File: src/rtl/clkdiv_ctrl_if.sv
// Ratio configuration port of the clock divider controller: a valid/ready
// offer of a new half-period plus the illegal-ratio error pulse.
interface clkdiv_ctrl_if #(
  parameter int CNT_W = 8
) ();
  logic             cfg_valid;
  logic [CNT_W-1:0] cfg_div;
  logic             cfg_ready;
  logic             cfg_err;

  modport master (
    output cfg_valid,
    output cfg_div,
    input  cfg_ready,
    input  cfg_err
  );

  modport slave (
    input  cfg_valid,
    input  cfg_div,
    output cfg_ready,
    output cfg_err
  );
endinterface

File: src/rtl/clkdiv_ctrl.sv
// Run/stop and ratio controller for the fabric clock divider. New ratios are
// held pending and only take effect at a clk_out falling boundary or in STOP.
module clkdiv_ctrl #(
  parameter int CNT_W   = 8,
  parameter int DEF_DIV = 4
) (
  input  logic             clk,
  input  logic             rst,
  input  logic             run_req,
  clkdiv_ctrl_if.slave     cfg,
  output logic             clk_out,
  output logic             tick,
  output logic             busy,
  output logic [CNT_W-1:0] cur_div
);

  typedef enum logic [1:0] {
    STOP  = 2'd0,
    RUN   = 2'd1,
    DRAIN = 2'd2
  } state_t;

  state_t           state;
  state_t           state_nxt;
  logic [CNT_W-1:0] cnt;
  logic [CNT_W-1:0] cnt_nxt;
  logic [CNT_W-1:0] pend_div;
  logic             pend_valid;
  logic             clk_nxt;
  logic             tick_nxt;
  logic             apply;
  logic             term;
  logic             accept;
  logic             err_q;

  // cur_div is never 0, so the terminal compare cannot wrap
  assign term          = (cnt == (cur_div - CNT_W'(1)));
  assign accept        = cfg.cfg_valid & ~pend_valid;
  assign cfg.cfg_ready = ~pend_valid;
  assign cfg.cfg_err   = err_q;
  assign busy          = (state != STOP);

  always_ff @(posedge clk or negedge rst) begin
    if (!rst) begin
      state <= STOP;
    end else begin
      state <= state_nxt;
    end
  end

  always_comb begin
    state_nxt = state;
    cnt_nxt   = cnt;
    clk_nxt   = clk_out;
    tick_nxt  = 1'b0;
    apply     = 1'b0;
    case (state)
      STOP: begin
        cnt_nxt = '0;
        clk_nxt = 1'b0;
        apply   = pend_valid;
        if (run_req) state_nxt = RUN;
      end
      RUN: begin
        if (!run_req && !clk_out) begin
          // Stopping in the low phase simply truncates it
          state_nxt = STOP;
          cnt_nxt   = '0;
        end else if (term) begin
          cnt_nxt  = '0;
          clk_nxt  = ~clk_out;
          tick_nxt = 1'b1;
          if (clk_out) begin
            apply = pend_valid;
            if (!run_req) state_nxt = STOP;
          end
        end else begin
          cnt_nxt = cnt + CNT_W'(1);
          if (!run_req) state_nxt = DRAIN;
        end
      end
      DRAIN: begin
        if (term) begin
          cnt_nxt   = '0;
          clk_nxt   = 1'b0;
          tick_nxt  = 1'b1;
          apply     = pend_valid;
          state_nxt = run_req ? RUN : STOP;
        end else begin
          cnt_nxt = cnt + CNT_W'(1);
          if (run_req) state_nxt = RUN;
        end
      end
      default: begin
        state_nxt = STOP;
        cnt_nxt   = '0;
        clk_nxt   = 1'b0;
      end
    endcase
  end

  // Accept and apply are exclusive: accepting needs an empty pending slot
  always_ff @(posedge clk or negedge rst) begin
    if (!rst) begin
      cnt        <= '0;
      clk_out    <= 1'b0;
      tick       <= 1'b0;
      err_q      <= 1'b0;
      cur_div    <= CNT_W'(DEF_DIV);
      pend_div   <= '0;
      pend_valid <= 1'b0;
    end else begin
      cnt     <= cnt_nxt;
      clk_out <= clk_nxt;
      tick    <= tick_nxt;
      err_q   <= accept && (cfg.cfg_div == '0);
      if (apply) begin
        cur_div    <= pend_div;
        pend_valid <= 1'b0;
      end else if (accept && (cfg.cfg_div != '0)) begin
        pend_div   <= cfg.cfg_div;
        pend_valid <= 1'b1;
      end
    end
  end

endmodule

File: src/flat_wrapper.sv
// flat-port wrapper written by rule: the top's interface ports become plain ports
module clkdiv_ctrl_flat 
#(
  parameter int CNT_W   = 8,
  parameter int DEF_DIV = 4
)
  (clk, rst, run_req, clk_out, tick, busy, cur_div, cfg_cfg_valid, cfg_cfg_div, cfg_cfg_ready, cfg_cfg_err);
  clkdiv_ctrl_if #(.CNT_W(CNT_W)) cfg_i ();
  input  logic clk;
  input  logic rst;
  input  logic run_req;
  output logic clk_out;
  output logic tick;
  output logic busy;
  output logic [CNT_W-1:0] cur_div;
  input wire logic [$bits(cfg_i.cfg_valid)-1:0] cfg_cfg_valid;
  input wire logic [$bits(cfg_i.cfg_div)-1:0] cfg_cfg_div;
  output wire logic [$bits(cfg_i.cfg_ready)-1:0] cfg_cfg_ready;
  output wire logic [$bits(cfg_i.cfg_err)-1:0] cfg_cfg_err;
  assign cfg_i.cfg_valid = cfg_cfg_valid;
  assign cfg_i.cfg_div = cfg_cfg_div;
  assign cfg_cfg_ready = cfg_i.cfg_ready;
  assign cfg_cfg_err = cfg_i.cfg_err;
  clkdiv_ctrl #(.CNT_W(CNT_W), .DEF_DIV(DEF_DIV)) u_core (.clk(clk), .rst(rst), .run_req(run_req), .cfg(cfg_i), .clk_out(clk_out), .tick(tick), .busy(busy), .cur_div(cur_div));
endmodule
File: config.mk
export PLATFORM = sky130hd
export DESIGN_NAME = clkdiv_ctrl_flat
export DESIGN_NICKNAME = d
export VERILOG_FILES = /design/src/rtl/clkdiv_ctrl_if.sv /design/src/rtl/clkdiv_ctrl.sv /design/src/flat_wrapper.sv
export SDC_FILE = /design/constraint.sdc
export NUM_CORES = 1
export LEC_CHECK = 0
export CAP_MARGIN = 0
export CORE_ASPECT_RATIO = 0.9
export CORE_UTILIZATION = 50
export CTS_CLUSTER_DIAMETER = 60
export DETAILED_ROUTE_END_ITERATION = 10
export PLACE_DENSITY = 0.8
export SLEW_MARGIN = 20
export SYNTH_ARGS = -nofsm -noshare
export SYNTH_HDL_FRONTEND = slang
export SYNTH_SLANG_ARGS = --single-unit
File: constraint.sdc
create_clock -name clk -period 4.3 [get_ports clk]
set_clock_uncertainty 0.15 [all_clocks]
set_input_delay 0.86 -clock clk [delete_from_list [all_inputs] [get_ports clk]]
set_output_delay 0.86 -clock clk [all_outputs]
set_load 0.005 [all_outputs]
==> results by group <==
Outcome
  – Status: finished, final reports clean

Global route
  – Vias in the first global route: 1197
  – GRT overflow: 0
  – Global-route wire length before repair: 5240 um
  – Largest net degree at the start of global routing: 21
  – Total GRT Usage: 0.212
  – Initial antenna violation count: 0

Timing
  – Final WS setup: 1.46 ns
  – Slew HR: 0.427
  – Tmin final: around 2.8 ns
  – RSZ-0062 raised after global routing: no
  – Final setup fails: 0
  – Least-Margin Pin Slew: ~0.86 ns
  – TNS Setup: 0 ns
  – Fmax: 352 MHz
  – Period Utilization, post-route: 0.660
  – Max-slew violation count: 0
  – Final Hold Viols: 0

Clock network
  – Clock root cell: clkbuf_4
  – Post-CTS Setup Inserts: 0
  – # hold bufs at CTS: 0
  – Worst-skew pair later-pin latency: 0.34 ns
  – CTS Sinks: 30
  – Clock buffer depth: 2
  – CTS tree: built
  – CTS resizes: 0
  – Clock-pin slew on the worst setup and hold paths: 0.10 ns
  – CTS buffer count: 5
  – Htree depth: 2

Setup path
  – CP cell instances: inv_1 -> ha_1 -> xor2_1 -> nor2_1 -> a21oi_1 -> a2111o_1 -> o32ai_4 -> mux2_2
  – Crit-path max FO: 8
  – Crit-path max cell delay: ~0.5 ns
  – WP data arrival: 2.91 ns
  – Crit path kind: flip-flop to flip-flop
  – Worst-path cell with the longest stage delay: a2111o_1
  – Crit path required time: 4.37 ns
  – Critical path endpoint category: flip-flop
  – Startpoint types: flip-flop

Job
  – Max Cap Viol: 0

Die
  – FP Rows: 19
  – Die height: 55.8 um
  – Full die area: 3450 um^2
  – Starting density of the core: 0.524
  – IO Pins: 25
  – Width of the die: 61.8 um
  – Core Footprint: 3070 um^2

Yosys
  – Post-Syn Instances: between 100 and 150
  – Synthesis-stage register bit count: 30
  – Synth area leader: dfrtp_1
  – Ranking of synthesized cells by area: dfrtp_1 (45%), mux2_2 (7.7%), xor2_1 (5.4%)
  – Post-synth ARST share: 1.00
  – Post-Syn Area: 1610 um^2
  – Seq/Total Area, Yosys: 0.468
  – Yosys Warn Count: 0
  – Post-synth EDFFs: 0
  – Main synth FF type: dfrtp_1
  – Syn_area_per_cell: approximately 11 um^2
  – Area share of the largest cell type after synthesis: 0.451
  – Syn_nets: 165
  – Cell variety after synth: between 40 and 50

Drt
  – Overall routed net length: 3350 um
  – Via count: 1198
  – Initial drt markers: 45
  – Remaining DRCs: 0
  – Vias per cell: 5.50
  – Drt pass-1 iters: 4
  – Average wire per standard cell: 15.4 um
  – DRT antenna net count: 0

Placed design
  – Dpl hpwl: 2540 um
  – IO buf count: 24
  – Dpl cell area: around 1900 um^2
  – Placed cell count: 210
  – Pre-CTS setup slack: 1.50 ns
  – Final Wtd Congestion: 0.860

Pwr
  – Pleak: 0.837 nW
  – Power Total: 1.19 mW
  – Max IR drop VDD: 0.375 mV
  – Pwr dens: approximately 610 nW/um^2

Final layout
  – Area delta synth->final: 21.6%
  – Layout cell share with drive strength beyond 1: 0.136
  – Commonest non-fill, non-tap cell in the layout: dfrtp_1
  – Diode count: 0
  – Post-route insts no fill: 218
  – Most frequent cells in the layout: dfrtp_1 (29), clkdlybuf4s50_1 (24), nor2_1 (17), mux2_2 (11), xor2_1 (10)
  – Final Instance Area: 1950 um^2
  – Final layout net count: 193

Worst hold path
  – Worst hold-check path type: flip-flop to flip-flop
-- state kept, by name, indices dropped and copies added, names as in the netlist --
| signal | count |
|---|---|
| u_core.cnt | 8 |
| u_core.cur_div | 8 |
| u_core.pend_div | 8 |
| u_core.state | 2 |
| u_core.cfg.cfg_err | 1 |
| u_core.clk_out | 1 |
| u_core.pend_valid | 1 |
| u_core.tick | 1 |
-- worst max-delay path, delay by kind of cell, from the launching register on --
kind | cells | cell delay [ns]
compound gates | 3 | 1.06
xor+xnor | 1 | 0.17
fa+ha+maj | 1 | 0.30
buf+inv | 1 | 0.09
flops | 1 | 0.46
mux | 1 | 0.39
simple gates | 1 | 0.09
-- power breakdown --
part           leakage (nW)  internal (mW)  total (mW)  switching, mW
sequential            0.378          0.378       0.482          0.104
clock                0.0343         0.0785       0.178         0.0993
combinational         0.424          0.286       0.531          0.245
total                 0.837          0.742        1.19          0.449
-- kinds of logic after synthesis --
logic type                 count (synthesis)  share of synthesized area
adders and majority gates                  6                     0.0467
buffers and inverters                     13                     0.0319
DFF                                       30                      0.468
and+or+nand+nor                           43                      0.139
muxes                                     17                      0.118
AOI/OAI and AO/OA                         22                      0.110
xor gates and xnor gates                  16                     0.0872
-- synthesized netlist by cell type (2+ instances only) --
| library cell | instances |
|---|---|
| o21ai_0 | 3 |
| nand2_1 | 4 |
| a21oi_1 | 4 |
| clkbuf_1 | 2 |
| inv_1 | 9 |
| or3_1 | 2 |
| xor2_1 | 10 |
| dfrtp_1 | 29 |
| nor2_1 | 17 |
| nand3_1 | 6 |
| mux2_1 | 5 |
| a31oi_1 | 2 |
| and3_1 | 3 |
| ha_1 | 6 |
| mux2_2 | 11 |
| nor4_1 | 2 |
| o41ai_1 | 2 |
| xnor2_1 | 6 |
| nor3_1 | 2 |
-- routing by layer --
metal / wire, um / share of wire / track usage
met5: 0 / 0 / 0
met4: 34 / 0.010 / 0.0794
met3: 131 / 0.039 / 0.0651
met2: 1680 / 0.50 / 0.336
met1: 1500 / 0.45 / 0.266
-- final timing paths --
check                           slack, ns  cells after the start            endpoint              start
worst min-delay path                 0.33                      1  u_core.cfg.cfg_err  u_core.pend_valid
max in group asynchronous            2.40                      2   u_core.cur_div[2]                rst
worst max register to register       1.46                      8   u_core.cur_div[5]  u_core.cur_div[0]
worst min register to register       0.33                      1  u_core.cfg.cfg_err  u_core.pend_valid
min in group asynchronous            0.86                      1  u_core.pend_div[6]                rst
worst max-delay path                 1.46                      8   u_core.cur_div[5]  u_core.cur_div[0]
-- cell type report --
type | count | area [um^2]
Clock inverter | 2 | 12.5
Multi-Input combinational cell | 104 | 805
Sequential cell | 30 | 752
Tap cell | 42 | 52.6
Timing Repair Buffer | 25 | 248
Inverter | 9 | 33.8
Clock buffer | 6 | 51.3
Fill cell | 237 | 1110
-- through the flow --
step / hold slack (ns) / util
6_report: 0.333 / 0.637
5_1_grt: 0.346 / 0.637
4_1_cts: 0.335 / 0.637
2_1_floorplan: 0.279 / -
3_5_place_dp: 0.322 / 0.616
3_3_place_gp: 0.323 / 0.616
(Power assumes the default switching activity.)
